[src/rtl/sid_adsr_multi_if.sv]
// Envelope-generator control/observe bundle: per-voice gate, ADSR nibbles and mode in;
// registered per-voice level, state and done pulse out. No flow control.
interface sid_adsr_multi_if #(
    parameter int VOICES = 3,
    parameter int ENV_W  = 8
);
    logic [VOICES-1:0]       gate;
    logic [4*VOICES-1:0]     attack_rate;
    logic [4*VOICES-1:0]     decay_rate;
    logic [4*VOICES-1:0]     sustain_value;
    logic [4*VOICES-1:0]     release_rate;
    logic [VOICES-1:0]       exp_mode;
    logic [ENV_W*VOICES-1:0] env_out;
    logic [3*VOICES-1:0]     env_state;
    logic [VOICES-1:0]       env_done;

    modport master (
        output gate, attack_rate, decay_rate, sustain_value, release_rate, exp_mode,
        input  env_out, env_state, env_done
    );

    modport slave (
        input  gate, attack_rate, decay_rate, sustain_value, release_rate, exp_mode,
        output env_out, env_state, env_done
    );
endinterface

[src/rtl/sid_adsr_multi.sv]
// Multi-voice ADSR envelope generator sharing one free-running prescaler; gate edge to state
// change is two clocks, level steps appear the clock after their tick; no backpressure.
module sid_adsr_multi #(
    parameter int VOICES    = 3,
    parameter int ENV_W     = 8,
    parameter int RATE_BASE = 9,
    parameter int PRE_W     = 24
) (
    input  logic            clk,
    input  logic            rst_n,
    sid_adsr_multi_if.slave bus
);

    typedef enum logic [2:0] {
        IDLE    = 3'd0,
        ATTACK  = 3'd1,
        DECAY   = 3'd2,
        SUSTAIN = 3'd3,
        RELEASE = 3'd4
    } state_t;

    typedef struct packed {
        state_t           st;
        logic [ENV_W-1:0] env;
        logic [3:0]       ec;
        logic             done;
    } voice_t;

    localparam logic [ENV_W-1:0] ENV_MAX = '1;
    localparam int               REPS    = (ENV_W + 3) / 4;

    logic [PRE_W-1:0]  pre_q, pre_d;
    logic [VOICES-1:0] gate_q, gate_d;
    logic [VOICES-1:0] gate_prev_q, gate_prev_d;
    logic [1:0]        armed_q, armed_d;
    voice_t            voice_q [VOICES];
    voice_t            voice_d [VOICES];

    logic [ENV_W*VOICES-1:0] env_out_w;
    logic [3*VOICES-1:0]     env_state_w;
    logic [VOICES-1:0]       env_done_w;

    function automatic logic rate_tick(input logic [PRE_W-1:0] pre, input logic [3:0] r);
        logic [PRE_W-1:0] mask;
        mask = (PRE_W'(1) << (int'(r) + RATE_BASE)) - PRE_W'(1);
        return (pre & mask) == mask;
    endfunction

    function automatic logic [ENV_W-1:0] sus_level(input logic [3:0] nib);
        logic [4*REPS-1:0] rep;
        rep = {REPS{nib}};
        return rep[4*REPS-1 -: ENV_W];
    endfunction

    // Exponential divider minus one, chosen from the top three level bits.
    function automatic logic [3:0] exp_div_m1(input logic [ENV_W-1:0] env);
        logic [2:0] m;
        m = env[ENV_W-1 -: 3];
        if (m >= 3'd6)      return 4'd0;
        else if (m >= 3'd4) return 4'd1;
        else if (m >= 3'd2) return 4'd3;
        else if (m == 3'd1) return 4'd7;
        else                return 4'd15;
    endfunction

    function automatic voice_t voice_next(
        input voice_t           cur,
        input logic             gate_lvl,
        input logic             rise,
        input logic [3:0]       a_r,
        input logic [3:0]       d_r,
        input logic [3:0]       s_n,
        input logic [3:0]       r_r,
        input logic             expm,
        input logic [PRE_W-1:0] pre
    );
        voice_t           nxt;
        logic [3:0]       rate;
        logic             tk;
        logic             stp;
        logic [3:0]       ec_adv;
        logic [ENV_W-1:0] lvl;
        nxt      = cur;
        nxt.done = 1'b0;
        lvl      = sus_level(s_n);
        case (cur.st)
            ATTACK:  rate = a_r;
            DECAY:   rate = d_r;
            default: rate = r_r;
        endcase
        tk     = rate_tick(pre, rate);
        stp    = 1'b0;
        ec_adv = cur.ec;
        if (tk) begin
            if (!expm || cur.ec == exp_div_m1(cur.env)) begin
                stp    = 1'b1;
                ec_adv = 4'd0;
            end else begin
                ec_adv = cur.ec + 4'd1;
            end
        end
        if (rise) begin
            nxt.st = ATTACK;
            nxt.ec = 4'd0;
        end else if (!gate_lvl && (cur.st == ATTACK || cur.st == DECAY || cur.st == SUSTAIN)) begin
            nxt.st = RELEASE;
            nxt.ec = 4'd0;
        end else begin
            case (cur.st)
                IDLE: nxt.env = '0;
                ATTACK: begin
                    if (cur.env == ENV_MAX) begin
                        nxt.st = DECAY;
                        nxt.ec = 4'd0;
                    end else if (tk) begin
                        nxt.env = cur.env + ENV_W'(1);
                    end
                end
                DECAY: begin
                    if (cur.env <= lvl) begin
                        nxt.st = SUSTAIN;
                        nxt.ec = 4'd0;
                    end else begin
                        nxt.ec = ec_adv;
                        if (stp) nxt.env = cur.env - ENV_W'(1);
                    end
                end
                // A lowered sustain pulls the level down; a raised one never lifts it.
                SUSTAIN: begin
                    if (cur.env > lvl) begin
                        nxt.st = DECAY;
                        nxt.ec = 4'd0;
                    end
                end
                RELEASE: begin
                    if (cur.env == '0) begin
                        nxt.st   = IDLE;
                        nxt.ec   = 4'd0;
                        nxt.done = 1'b1;
                    end else begin
                        nxt.ec = ec_adv;
                        if (stp) nxt.env = cur.env - ENV_W'(1);
                    end
                end
                default: begin
                    nxt.st  = IDLE;
                    nxt.env = '0;
                    nxt.ec  = 4'd0;
                end
            endcase
        end
        return nxt;
    endfunction

    // armed_q[1] marks gate_prev_q as a real sample, so a gate held through reset is not an edge.
    always_comb begin
        pre_d       = pre_q + PRE_W'(1);
        gate_d      = bus.gate;
        gate_prev_d = gate_q;
        armed_d     = {armed_q[0], 1'b1};
        for (int v = 0; v < VOICES; v++) begin
            voice_d[v] = voice_next(voice_q[v], gate_q[v],
                                    gate_q[v] & ~gate_prev_q[v] & armed_q[1],
                                    bus.attack_rate[4*v +: 4], bus.decay_rate[4*v +: 4],
                                    bus.sustain_value[4*v +: 4], bus.release_rate[4*v +: 4],
                                    bus.exp_mode[v], pre_q);
        end
    end

    always_ff @(posedge clk or negedge rst_n) begin
        if (!rst_n) begin
            pre_q       <= '0;
            gate_q      <= '0;
            gate_prev_q <= '0;
            armed_q     <= '0;
            for (int v = 0; v < VOICES; v++) voice_q[v] <= '0;
        end else begin
            pre_q       <= pre_d;
            gate_q      <= gate_d;
            gate_prev_q <= gate_prev_d;
            armed_q     <= armed_d;
            for (int v = 0; v < VOICES; v++) voice_q[v] <= voice_d[v];
        end
    end

    always_comb begin
        env_out_w   = '0;
        env_state_w = '0;
        env_done_w  = '0;
        for (int v = 0; v < VOICES; v++) begin
            env_out_w[v*ENV_W +: ENV_W] = voice_q[v].env;
            env_state_w[3*v +: 3]       = voice_q[v].st;
            env_done_w[v]               = voice_q[v].done;
        end
    end

    assign bus.env_out   = env_out_w;
    assign bus.env_state = env_state_w;
    assign bus.env_done  = env_done_w;

endmodule
[src/flat_wrapper.sv]
// flat-port wrapper written by rule: the top's interface ports become plain ports
module sid_adsr_multi_flat 
#(
    parameter int VOICES    = 3,
    parameter int ENV_W     = 8,
    parameter int RATE_BASE = 9,
    parameter int PRE_W     = 24
)
  (clk, rst_n, bus_gate, bus_attack_rate, bus_decay_rate, bus_sustain_value, bus_release_rate, bus_exp_mode, bus_env_out, bus_env_state, bus_env_done);
  sid_adsr_multi_if #(.VOICES(VOICES), .ENV_W(ENV_W)) bus_i ();
  input  logic clk;
  input  logic rst_n;
  input wire logic [$bits(bus_i.gate)-1:0] bus_gate;
  input wire logic [$bits(bus_i.attack_rate)-1:0] bus_attack_rate;
  input wire logic [$bits(bus_i.decay_rate)-1:0] bus_decay_rate;
  input wire logic [$bits(bus_i.sustain_value)-1:0] bus_sustain_value;
  input wire logic [$bits(bus_i.release_rate)-1:0] bus_release_rate;
  input wire logic [$bits(bus_i.exp_mode)-1:0] bus_exp_mode;
  output wire logic [$bits(bus_i.env_out)-1:0] bus_env_out;
  output wire logic [$bits(bus_i.env_state)-1:0] bus_env_state;
  output wire logic [$bits(bus_i.env_done)-1:0] bus_env_done;
  assign bus_i.gate = bus_gate;
  assign bus_i.attack_rate = bus_attack_rate;
  assign bus_i.decay_rate = bus_decay_rate;
  assign bus_i.sustain_value = bus_sustain_value;
  assign bus_i.release_rate = bus_release_rate;
  assign bus_i.exp_mode = bus_exp_mode;
  assign bus_env_out = bus_i.env_out;
  assign bus_env_state = bus_i.env_state;
  assign bus_env_done = bus_i.env_done;
  sid_adsr_multi #(.VOICES(VOICES), .ENV_W(ENV_W), .RATE_BASE(RATE_BASE), .PRE_W(PRE_W)) u_core (.clk(clk), .rst_n(rst_n), .bus(bus_i));
endmodule
[config.mk]
export PLATFORM = sky130hd
export DESIGN_NAME = sid_adsr_multi_flat
export DESIGN_NICKNAME = d
export VERILOG_FILES = /design/src/rtl/sid_adsr_multi_if.sv /design/src/rtl/sid_adsr_multi.sv /design/src/flat_wrapper.sv
export SDC_FILE = /design/constraint.sdc
export NUM_CORES = 1
export LEC_CHECK = 0
export BUFFER_PORTS_ARGS = -buffer_cell sky130_fd_sc_hd__buf_2
export CAP_MARGIN = 20
export CORE_MARGIN = 3
export CORE_UTILIZATION = 40
export CTS_CLUSTER_SIZE = 16
export DETAILED_ROUTE_END_ITERATION = 8
export PLACE_DENSITY = 0.68
export SYNTH_ARGS = -nofsm -noshare
export SYNTH_HDL_FRONTEND = slang
export SYNTH_SLANG_ARGS = --single-unit
[constraint.sdc]
create_clock -name clk -period 3.1 [get_ports clk]
set_input_delay 0.31 -clock clk [delete_from_list [all_inputs] [get_ports clk]]
set_output_delay 0.31 -clock clk [all_outputs]
set_load 0.05 [all_outputs]
==> Yosys cells after proc, flatten, opt, wreduce, memory -nomap -nowiden <==
Index checks and enable logic that the tools add are counted.
{ "totals": {"ff_bits": 80, "elab_cells": 257, "out_inout_bits": 36} }
{ "op_classes": {"n_bitwise": 21, "reduce_logical": 33, "shifts": 3, "n_addsub": 16, "order_cmp": 15, "eq_ne": 51, "n_mux": 102} }
{ "op_table": {"columns": ["cell", "n"], "rows": [
  ["$mux 4", 39],
  ["$mux 8", 15],
  ["$pmux 8 s4", 3],
  ["$shl 1x32->24 const A", 3],
  ["$and 24x24->24", 3],
  ["$eq 24x24->1", 3],
  ["$sub 24x2->24 const B", 3],
  ["$pmux 4 s5", 3],
  ["$mux 3", 18],
  ["$pmux 3 s5", 3],
  ["$ne 4x3->1 const B", 9],
  ["$add 24x1->24 const B", 1],
  ["$add 8x1->8 const B", 3],
  ["$eq 8x8->1 const B", 3],
  ["$gt 8x8->1", 3],
  ["$le 8x8->1", 3],
  ["$logic_not 8->1", 3],
  ["$pmux 4 s2", 3],
  ["$sub 8x1->8 const B", 3],
  ["$reduce_and 7->1", 3],
  ["$eq 3x1->1 const B", 6],
  ["$eq 3x2->1 const B", 6],
  ["$ge 3x3->1 const B", 6],
  ["$mux 1", 18],
  ["17 further kinds", 78]
]} }

==> Depth between registers and ports, before layout <==
Gate-level depths: netlist (run 1).
{ "depth": {"ltp_word": 16, "ltp_mapped": 14, "mapped_depth_nobuf": 13} }

==> Worst setup path after synthesis (run 1) <==
OpenSTA, ideal clock, no wires.
{ "synth_path": {"kind": "register to register", "startpoint": "register, netlist name u_core.bus.env_state[1]", "endpoint": "register, netlist name u_core.bus.env_out[7]", "path_buffers": 2, "path_stages_with_launch": 14, "period_less_slack_ns": 3.304, "arrival_ns": 3.227, "required_ns": 3.024, "setup_slack_ns": -0.204, "cell_sequence": "dfrtp_1 > buf_2 > clkbuf_1 > or2b_2 > a21oi_1 > ha_1 > a21o_1 > a21oi_1 > o21bai_1 > a21oi_1 > o21ai_0 > xnor2_1 > or4_1 > o21ai_1"} }
{ "synth_between": {"elab_chain_len": 11} }
{ "synth_lines": {"columns": ["element", "line_no", "rtl"], "rows": [
  ["$eq 3x2->1 / $eq 3x1->1 (equally long branches)", "sid_adsr_multi.sv:86, sid_adsr_multi.sv:105, sid_adsr_multi.sv:109", null],
  ["$pmux 4 s2", "sid_adsr_multi.sv:86", "case (cur.st)"],
  ["$add 4x4->5", "sid_adsr_multi.sv:45", "mask = (PRE_W'(1) << (int'(r) + RATE_BASE)) - PRE_W'(1);"],
  ["$shl 1x32->24", "sid_adsr_multi.sv:45", null],
  ["$sub 24x2->24", "sid_adsr_multi.sv:45", null],
  ["$and 24x24->24", "sid_adsr_multi.sv:46", "return (pre & mask) == mask;"],
  ["$eq 24x24->1", "sid_adsr_multi.sv:46", null],
  ["$mux 1", "sid_adsr_multi.sv:94", "if (tk) begin"],
  ["$mux 8", null, null],
  ["$mux 8 (on tied branches)", null, null],
  ["$pmux 8 s4", "sid_adsr_multi.sv:109", "case (cur.st)"]
]} }
Several ways; a longest one is shown, not always the timed one. The select of a mux whose other input is x is not followed.
A chain may end at the register's enable or synchronous reset.

==> Final worst setup path (run 1) <==
{ "layout_path": {"startpoint": "register, netlist name u_core.bus.env_state[0]", "endpoint": "register, netlist name u_core.bus.env_out[0]"} }
{ "layout_between": {"elab_chain_len": 11} }
{ "layout_lines": {"columns": ["element", "line_no"], "rows": [
  ["$eq 3x2->1 / $eq 3x1->1 (equally long branches)", "sid_adsr_multi.sv:86, sid_adsr_multi.sv:105, sid_adsr_multi.sv:109"],
  ["$pmux 4 s2", "sid_adsr_multi.sv:86"],
  ["$add 4x4->5", "sid_adsr_multi.sv:45"],
  ["$shl 1x32->24", "sid_adsr_multi.sv:45"],
  ["$sub 24x2->24", "sid_adsr_multi.sv:45"],
  ["$and 24x24->24", "sid_adsr_multi.sv:46"],
  ["$eq 24x24->1", "sid_adsr_multi.sv:46"],
  ["$mux 1", "sid_adsr_multi.sv:94"],
  ["$mux 8", null],
  ["$mux 8 (on tied branches)", null],
  ["$pmux 8 s4", "sid_adsr_multi.sv:109"]
]} }
Several ways; a longest one is shown, not always the timed one. The select of a mux whose other input is x is not followed.

==> impl_metrics.tcl, run 1 <==
set metrics [dict create \
    netlist_instances 882 \
    hold_class "input port to async pin" \
    clkTransAtPathRegs_ps 70 \
    synth_top_area_cell "dfrtp_1" \
    dieHeight_um 142.2 \
    yosys-top-cells-area "dfrtp_1 (27%), ha_1 (8.3%), buf_4 (4.4%)" \
    yosys-top-cells-count "dfrtp_1 (80), nor2_1 (70), inv_1 (62), nand2_1 (56), ha_1 (49)" \
    setup_viol 0 \
    ys_ff_latch 80 \
    cp_cell_sequence "nand2b_1 > o32ai_4 > nor2_1 > a211o_2 > a211o_1 > nor4_4 > nand3_1 > a21o_1 > mux2_2" \
    dr_total_vias 7049 \
    min_period_ps 2960 \
    htreeDepth 3 \
    pre_cts_ws_ps 77.38 \
    core.rowCount 49 \
    initial_core_util_pct 41.04 \
    skew_ps 11.13 \
    drtPass1Iterations 6 \
    synthFlopType "dfrtp_1" \
    cts.sinks 80 \
    synth_top_area_share_pct 26.97 \
    post_cts_buffers 0 \
    io_pins 92 \
    p_total_mw 5.035 \
    status "finished clean" \
    cts-root-buf "clkbuf_16" \
    powerDensity_nw_per_um2 589.6 \
    synth_warnings 0 \
    grt_first_pass_wirelength_um 32550 \
    slew_viol_final 0 \
    dr.first_iter.drc_count 451 \
    n_antenna_cell 0 \
    ys_async_sr_fraction_pct 100.0 \
    grt_max_degree 65 \
    drt_wl_total_um 19860 \
    path_delay_family "compound AO/OA/AOI/OAI gates" \
    io_buffers 91 \
    post-place-cells 1192 \
    cts_buffer_depth 2 \
    postLayoutCoreUtil_pct 47.22 \
    final_cells 1208 \
    layout-drive-gt1-share_pct 22.37 \
    wire_per_inst_um 16.44 \
    nNetsFinal 1082 \
    ctsHoldBuffers 0 \
    antenna_found_initial 0 \
    synth-seq-area-share_pct 26.97 \
    hold_viol_final 0 \
    slowest_delay_ps 460 \
    slowest_stage "dfrtp_2" \
    tns_ps 0 \
    cts_tree "yes" \
    power.leakage_nw 4.038 \
    gp_congestion 0.9086 \
    core_area_um2 18090 \
    drc 0 \
    die-area_um2 20230 \
    hpwl_um 15240 \
    grtUsageTotal_pct 19.65 \
    area_growth_pct 15.03 \
    via_per_inst 5.835 \
    setup_slack_ps 139.6 \
    insertion_delay_ps 360 \
    overflow 0 \
    synth_edf_count 0 \
    cts-buffers-inserted 9 \
    ir_worst_vdd_mv 0.3451 \
    max_freq_mhz 337.8 \
    maxSlewHeadroom_pct 41.76 \
    worst-r2r-setup-slack_ps 140 \
    post-synth-top-count-cell "dfrtp_1" \
    cp_num_buf_inv 0 \
    ant_nets 0 \
    synth_cell_types 97 \
    worstMarginPinSlew_ps 873.5 \
    critPathKind "register to register" \
    cp-start-kind "register" \
    end_kind "register" \
    die_w_um 142.2 \
    syn_avg_cell_area_um2 8.417 \
    cp.required_ps 3340 \
    period_share_pct 95.50 \
    synth_area_um2 7423 \
    arrival_ps 3200 \
    drv_cap 0 \
    path_max_fanout 7 \
    grt_pass1_vias 6485 \
]
## flip-flops by register name (all words and copies together) (netlist names)
signal	count
u_core.bus.env_out	24
u_core.pre_q	24
u_core.voice_q	12
u_core.bus.env_state	9
u_core.bus.env_done	3
u_core.gate_prev_d	3
u_core.gate_prev_q	3
u_core.armed_q	2
## metal layers
layer  part of all wire (%)  GRT usage (%)  wire, µm
met2                     44          29.71      8747
met3                    6.0          3.427      1194
met4                    1.7          5.101       343
met5                      0              0         0
met1                     48          29.02      9578
## kinds of logic (layout without fill, tap and decap cells)
family,Yosys count,after routing,share of synthesized area (%)
simple gates,312,312,22.28
compound gates,257,257,26.02
buf+inv,130,221,9.590
flops,80,80,26.97
fa+ha+maj,53,53,9.203
xor+xnor,44,44,5.191
mux,5,5,0.6911
other cells,1,7,0.05052
## cell type report
type / count / area, µm²
fillers: 1766 / 9547
multi-input cells: 678 / 4832
flip-flops and latches: 80 / 2008
repair buffers: 143 / 848.3
well taps: 229 / 286.5
inverters: 62 / 236.5
clock buffers: 9 / 225.2
clock inverters: 7 / 102.6
## final timing paths
| check | cells after the start | startpoint | to |
|---|---|---|---|
| setup / recovery | 9 | u_core.bus.env_state[0]$_DFFE_PN0P_ | u_core.bus.env_out[0]$_DFFE_PN0P_ |
| min in group clk | 1 | bus_gate[2] | u_core.gate_prev_d[2]$_DFF_PN0_ |
| hold reg to reg | 0 | u_core.armed_q[0]$_DFF_PN0_ | u_core.armed_q[1]$_DFF_PN0_ |
| hold / removal | 1 | rst_n | u_core.bus.env_out[10]$_DFFE_PN0P_ |
| setup reg to reg | 9 | u_core.bus.env_state[0]$_DFFE_PN0P_ | u_core.bus.env_out[0]$_DFFE_PN0P_ |
| max in group asynchronous | 2 | rst_n | u_core.pre_q[16]$_DFF_PN0_ |
## placed cells by master (no fill, tap or decap), types with 5 or more instances in the layout
cell type | netlist | final
o21a_1 | 13 | 13
xnor2_1 | 29 | 29
nor4_1 | 9 | 9
nor2_1 | 70 | 70
o22ai_1 | 16 | 16
nand3_1 | 33 | 33
nand2_1 | 56 | 56
and2_1 | 9 | 9
or2_2 | 5 | 5
o21ai_0 | 35 | 34
o32ai_2 | 3 | 5
nand4_1 | 19 | 19
o32ai_1 | 14 | 10
clkbuf_16 | 0 | 9
o21bai_1 | 7 | 7
a21o_1 | 20 | 19
buf_4 | 44 | 53
xor2_1 | 15 | 15
nor3_1 | 32 | 32
inv_1 | 62 | 61
a22o_1 | 15 | 15
a21oi_1 | 36 | 32
and3_1 | 7 | 7
o21ai_1 | 5 | 6
nand3b_1 | 5 | 5
nor2b_1 | 21 | 21
dfrtp_1 | 80 | 75
ha_1 | 49 | 49
conb_1 | 1 | 7
nand2b_1 | 11 | 11
o211ai_1 | 6 | 6
dfrtp_2 | 0 | 5
a31oi_1 | 16 | 16
buf_2 | 7 | 90
## stage by stage
stage                     cell area (µm²)  hold slack, ps
final                                8539           65.04
after global routing                 8539           61.14
after CTS                            8437           60.66
after detailed placement             8109           335.6
after global placement               8109           334.8
after floorplan                      7453           14.41
## repair_timing
action,in CTS,in global routing
resized for setup,0,23
hold endpoints to repair,0,0
endpoints found under the setup margin,0,32
## where the power goes
group          leakage (nW)  switching [mW]  internal, mW
registers              1.07          0.0908          1.10
logic                  2.81            1.60          1.06
clock network         0.157           0.473         0.714
No activity file was read; power rests on OpenSTA's default activity.
==> inputs of run 2 (changes only) <==
- ABC_AREA: not set -> 1
==> run 2 against run 1 <==
Clock power shrank 6%. Count of clock-buffer cells in the layout grew 3. Routed wire length shrank 6.7%. Power grew 37%. Critical path depth grew 9. Synthesized cell count grew 23%. Die area grew 0.46%. Cell count grew 15%. Clock skew shrank 3.7 ps. Non-clock buffer count shrank 40. Worst setup slack gained 180 ps. Global-route usage shrank 0.84 points. Critical endpoint unchanged. Largest cell class unchanged.
==> impl_metrics.tcl, run 2 <==
set metrics [dict create \
    initial_core_util_pct 41.11 \
    core.rowCount 49 \
    yosys-top-cells-count "nand2_1 (259), inv_1 (136), nor2_1 (124), nand3_1 (94), dfrtp_1 (80)" \
    ys_ff_latch 80 \
    setup_viol 0 \
    maxSlewHeadroom_pct 53.66 \
    endpoint "u_core.bus.env_out[0]$_DFFE_PN0P_" \
    antenna_found_initial 0 \
    path_max_fanout 6 \
    cts.sinks 80 \
    synth_top_family_by_area "simple AND/OR/NAND/NOR gates" \
    synth-seq-area-share_pct 26.84 \
    powerDensity_nw_per_um2 824.4 \
    critPathKind "register to register" \
    via_per_inst 5.129 \
    synth_area_um2 7460 \
    netlist_instances 1086 \
    cts-root-buf "clkbuf_16" \
    ir_worst_vdd_mv 0.3563 \
    slew_viol_final 0 \
    period_share_pct 89.56 \
    synth_warnings 0 \
    nNetsFinal 1269 \
    htreeDepth 3 \
    worstMarginPinSlew_ps 686.1 \
    overflow 0 \
    drtPass1Iterations 5 \
    drc 0 \
    arrival_ps 3060 \
    synthFlopType "dfrtp_1" \
    clkTransAtPathRegs_ps 60 \
    yosys-top-cells-area "dfrtp_1 (27%), nand2_1 (13%), ha_1 (8.2%)" \
    synth_compound_area_share_pct 10.63 \
    cts-buffers-inserted 9 \
    synth_fa_ha_area_share_pct 9.024 \
    fillers 1872 \
    synthMuxAreaShare_pct 0 \
    synth_edf_count 0 \
    max_freq_mhz 360.2 \
    end_kind "register" \
    layout_common_cells "nand2_1 (259), inv_1 (130), nor2_1 (116), nand3_1 (94), buf_2 (90)" \
    ys_async_sr_fraction_pct 100.0 \
    io_pins 92 \
    rsz0062_at_grt "false" \
    hold_class "input port to register" \
    hpwl_um 14630 \
    dieHeight_um 142.6 \
    insertion_delay_ps 350 \
    area_growth_pct 12.03 \
    hold_viol_final 0 \
    synthXorXnorAreaFrac_pct 3.992 \
    wire_per_inst_um 13.28 \
    syn_avg_cell_area_um2 6.869 \
    cp-startpoint "u_core.bus.env_state[2]$_DFFE_PN0P_" \
    grt_pass1_vias 6705 \
    synth_cell_types 53 \
    drt_wl_total_um 18530 \
    dr.first_iter.drc_count 455 \
    core_area_um2 18150 \
    cts_tree "yes" \
    n_antenna_cell 0 \
    grt_first_pass_wirelength_um 31570 \
    dr_total_vias 7155 \
    gp_congestion 0.9025 \
    die_w_um 142.6 \
    synth_top_area_cell "dfrtp_1" \
    ant_nets 0 \
    timing.rr.end "u_core.bus.env_out[0]$_DFFE_PN0P_" \
    rr_startpoint "u_core.bus.env_state[2]$_DFFE_PN0P_" \
    cp-start-kind "register" \
    cts_buffer_depth 2 \
    setup_slack_ps 323.8 \
    synth_top_area_share_pct 26.84 \
    pre_cts_ws_ps 149.0 \
    skew_ps 7.463 \
    die-area_um2 20320 \
    io_buffers 91 \
    layout_commonest_cell "nand2_1" \
    tns_ps 0 \
    grtUsageTotal_pct 18.81 \
    drv_cap 0 \
    worst-r2r-setup-slack_ps 320 \
    status "finished clean" \
    layout-drive-gt1-share_pct 18.10 \
    post-synth-top-count-cell "nand2_1" \
    worstRegToRegCells 18 \
    synthSimpleGateAreaFrac_pct 37.54 \
    min_period_ps 2776 \
    grt_max_degree 37 \
    cp.required_ps 3390 \
    power.leakage_nw 4.405 \
]
run 2: metrics by stage:
step | instance area [µm²] | util [%] | hold WS [ps] | cells | power (mW)
after global routing | 8357 | 46.05 | 52.51 | 1395 | 7.554
final | 8357 | 46.05 | 74.55 | 1395 | 6.889
after detailed placement | 7951 | 43.82 | 325.7 | 1374 | 5.643
after CTS | 8270 | 45.57 | 62.69 | 1391 | 6.788
after floorplan | 7482 | - | 14.41 | 1092 | 4.963
after global placement | 7951 | 43.82 | 325.0 | 1374 | 5.606
run 2: cells by family after synthesis:
group | Yosys count
flip-flops | 80
adder cells (fa/ha/maj) | 52
AO/OA/AOI/OAI | 129
XOR/XNOR | 34
buffers and inverters | 193
AND/OR/NAND/NOR | 597
other | 1
run 2: metal layers:
layer  global-route usage [%]  routed length (µm)  vias up
met5                        0                   0        -
met4                    5.203                 300        0
met3                    3.864                 927       29
met2                    30.46                8510      187
met1                    25.56                8790     3262
li1                         -                   -     3677
run 2: critical path, stage by stage, from the launching register on:
cell,delay [ps]
dfrtp_2,460
inv_2,90
nand3_2,150
nand2_2,150
inv_2,60
nand2_1,70
nand3b_1,240
nor2_2,230
nand2_1,90
nand2_1,60
nand2_1,50
nor2_1,170
nand3_1,100
nor2_1,90
nand2_1,130
a21oi_4,270
buf_4,170
nand3b_1,70
nand2_1,60
run 2: layout make-up:
| type | count | area, µm² | area share (%) |
|---|---|---|---|
| flip-flops and latches | 80 | 2008 | 24.03 |
| inverters | 148 | 564.3 | 6.753 |
| clock inverters | 4 | 52.55 | 0.6288 |
| repair buffers | 103 | 550.5 | 6.588 |
| clock buffers | 12 | 256.5 | 3.069 |
| multi-input cells | 819 | 4638 | 55.50 |
| well taps | 229 | 286.5 | 3.429 |
run 2: timing repair:
item | in CTS | in global routing
buffers inserted | 0 | 4
gates resized for setup | 0 | 25
setup endpoints to repair | 0 | 21
hold endpoints to repair | 34 | 0
hold buffers | 1 | 0
run 2: worst min path at each step:
stage                start                                   to  slack [ps]  depth (start not counted)
3_5_place_dp         rst_n  u_core.bus.env_state[4]$_DFFE_PN0P_         330                          1
6_report       bus_gate[0]      u_core.gate_prev_d[0]$_DFF_PN0_          70                          1
5_1_grt        bus_gate[0]      u_core.gate_prev_d[0]$_DFF_PN0_          50                          1
2_1_floorplan        rst_n          u_core.armed_q[0]$_DFF_PN0_          10                          0
4_1_cts        bus_gate[0]      u_core.gate_prev_d[0]$_DFF_PN0_          60                          1
3_3_place_gp         rst_n  u_core.bus.env_state[4]$_DFFE_PN0P_         330                          1
run 2: power breakdown:
group	total [mW]	switching, mW	internal [mW]
clock	1.12	0.450	0.668
sequential	1.45	0.256	1.20
combinational	4.32	2.93	1.39
total	6.89	3.64	3.25
==> inputs of run 3 (changes only) <==
- REMOVE_ABC_BUFFERS: not set -> 1
==> run 3 against run 2 <==
Flip-flop and latch count stayed put. Worst hold slack worse by 72 ps. Routed wire length is 0.29% higher. Global-route usage is 0.090 points lower. Count of clock-buffer cells in the layout is 2 lower. Core utilization hardly changed. Non-clock buffer count is 4 lower. Die area stayed put. Cell count is 0.36% lower. Sequential share of layout area hardly changed. Highest routed layer unchanged.
==> impl_metrics.tcl, run 3 (synthesis gave the netlist of run 2 again) <==
set metrics [dict create \
    core_area_um2 18150 \
    worstMarginPinSlew_ps 667.0 \
    layout-drive-gt1-share_pct 17.57 \
    post-place-cells 1373 \
    cts-buffers-inserted 9 \
    cts_tree "yes" \
    fin_area_um2 8351 \
    cts-root-buf "clkbuf_16" \
    ir_worst_vdd_mv 0.4323 \
    die_w_um 142.6 \
    power.leakage_nw 4.406 \
    n_antenna_cell 0 \
    p_total_mw 6.974 \
    core.rowCount 49 \
    final_cells 1390 \
    max_freq_mhz 347.0 \
    area_growth_pct 11.94 \
    grt_first_pass_wirelength_um 31680 \
    grt_pass1_vias 6592 \
    wire_per_inst_um 13.37 \
    cts_buffer_depth 2 \
    io_buffers 91 \
    dr.first_iter.drc_count 405 \
    hold_viol_final 0 \
    dr_total_vias 7039 \
    layout_commonest_cell "nand2_1" \
    path_max_fanout 8 \
    layout_common_cells "nand2_1 (259), inv_1 (133), nor2_1 (118), nand3_1 (94), buf_2 (90)" \
    dieHeight_um 142.6 \
    end_kind "register" \
    die-area_um2 20320 \
    clkTransAtPathRegs_ps 60 \
    period_share_pct 92.97 \
    cts.sinks 80 \
    drtPass1Iterations 6 \
    min_period_ps 2882 \
    antenna_found_initial 0 \
    overflow 0 \
    nNetsFinal 1265 \
    dpl_cell_area_um2 7944 \
    cp-start-kind "register" \
    initial_core_util_pct 41.11 \
    slew_viol_final 0 \
    maxSlewHeadroom_pct 54.95 \
    cp.required_ps 3340 \
    ctsHoldBuffers 0 \
    setup_viol 0 \
    hpwl_um 14660 \
    skew_ps 8.654 \
    ant_nets 0 \
    drt_wl_total_um 18580 \
    gp_congestion 0.8856 \
    grt_max_degree 52 \
    postLayoutCoreUtil_pct 46.01 \
    hold_class "input port to async pin" \
    arrival_ps 3120 \
    insertion_delay_ps 350 \
    whs_ps 2.481 \
    via_per_inst 5.064 \
    htreeDepth 3 \
    critPathKind "register to register" \
    grtUsageTotal_pct 18.72 \
    io_pins 92 \
    powerDensity_nw_per_um2 835.2 \
    drc 0 \
    drv_cap 0 \
    status "finished clean" \
]
run 3: changes by cell type in the layout (fill, tap and decap cells not counted), sizes merged:
cell	change
clkinvlp	-1
dlygate4sd3	-1
bufinv	+2
clkbuf	-2
buf	-3
run 3: worst max-delay path, stage by stage (launching register included):
cell,delay [ps]
dfrtp_1,410
inv_1,180
nand3_4,150
inv_4,140
nor2_4,60
inv_2,140
ha_1,260
a21oi_1,140
nor2_1,50
nor2_1,160
o21bai_1,90
a21oi_1,190
nor2_1,100
o21ai_0,240
nand2_1,100
o21ai_0,170
a21oi_1,60
nand3_1,80
nand2_1,50
run 3: per-stage QoR:
step	TNS (ps)	setup WS (ps)
global placement	0	181.6
detailed placement	0	87.73
finish	0	218.0
floorplan	0	111.9
CTS	0	2.901
global route	-3.176	-2.873
run 3: layer usage:
metal / track usage (%) / vias to the layer above / share of wire [%]
met2: 31.33 / 136 / 47
met1: 25.63 / 3232 / 48
met5: 0 / - / 0
met3: 2.117 / 18 / 3.1
li1: - / 3653 / -
met4: 5.203 / 0 / 1.3
run 3: worst paths after layout:
path	startpoint	endpoint	slack (ps)	cells past startpoint
max	u_core.bus.env_state[8]$_DFFE_PN0P_	u_core.bus.env_out[23]$_DFFE_PN0P_	220	18
min	rst_n	u_core.bus.env_out[1]$_DFFE_PN0P_	2	1
max reg2reg	u_core.bus.env_state[8]$_DFFE_PN0P_	u_core.bus.env_out[23]$_DFFE_PN0P_	220	18
min reg2reg	u_core.armed_q[0]$_DFF_PN0_	u_core.armed_q[1]$_DFF_PN0_	350	0
max in group asynchronous	rst_n	u_core.pre_q[17]$_DFF_PN0_	2370	2
min in group clk	bus_gate[1]	u_core.gate_prev_d[1]$_DFF_PN0_	70	1
run 3: cell type report:
cell class / instances / area [µm²]
fill: 1895 / 9797
clock buffer: 10 / 239.0
inverter: 148 / 564.3
tap: 229 / 286.5
multi-input combinational: 819 / 4628
timing repair buffer: 99 / 518.0
clock inverter: 5 / 105.1
sequential: 80 / 2009
run 3: where the power goes:
group          switching [mW]  internal (mW)
clock network           0.442          0.805
logic                    2.93           1.34
registers               0.254           1.20
total                    3.63           3.35
run 3: timing repair:
| action | 4_1_cts | 5_1_grt |
|---|---|---|
| hold endpoints to repair | 0 | 0 |
| resized for setup | 0 | 20 |
| buffers inserted | 0 | 2 |
| endpoints found under the setup margin | 0 | 17 |
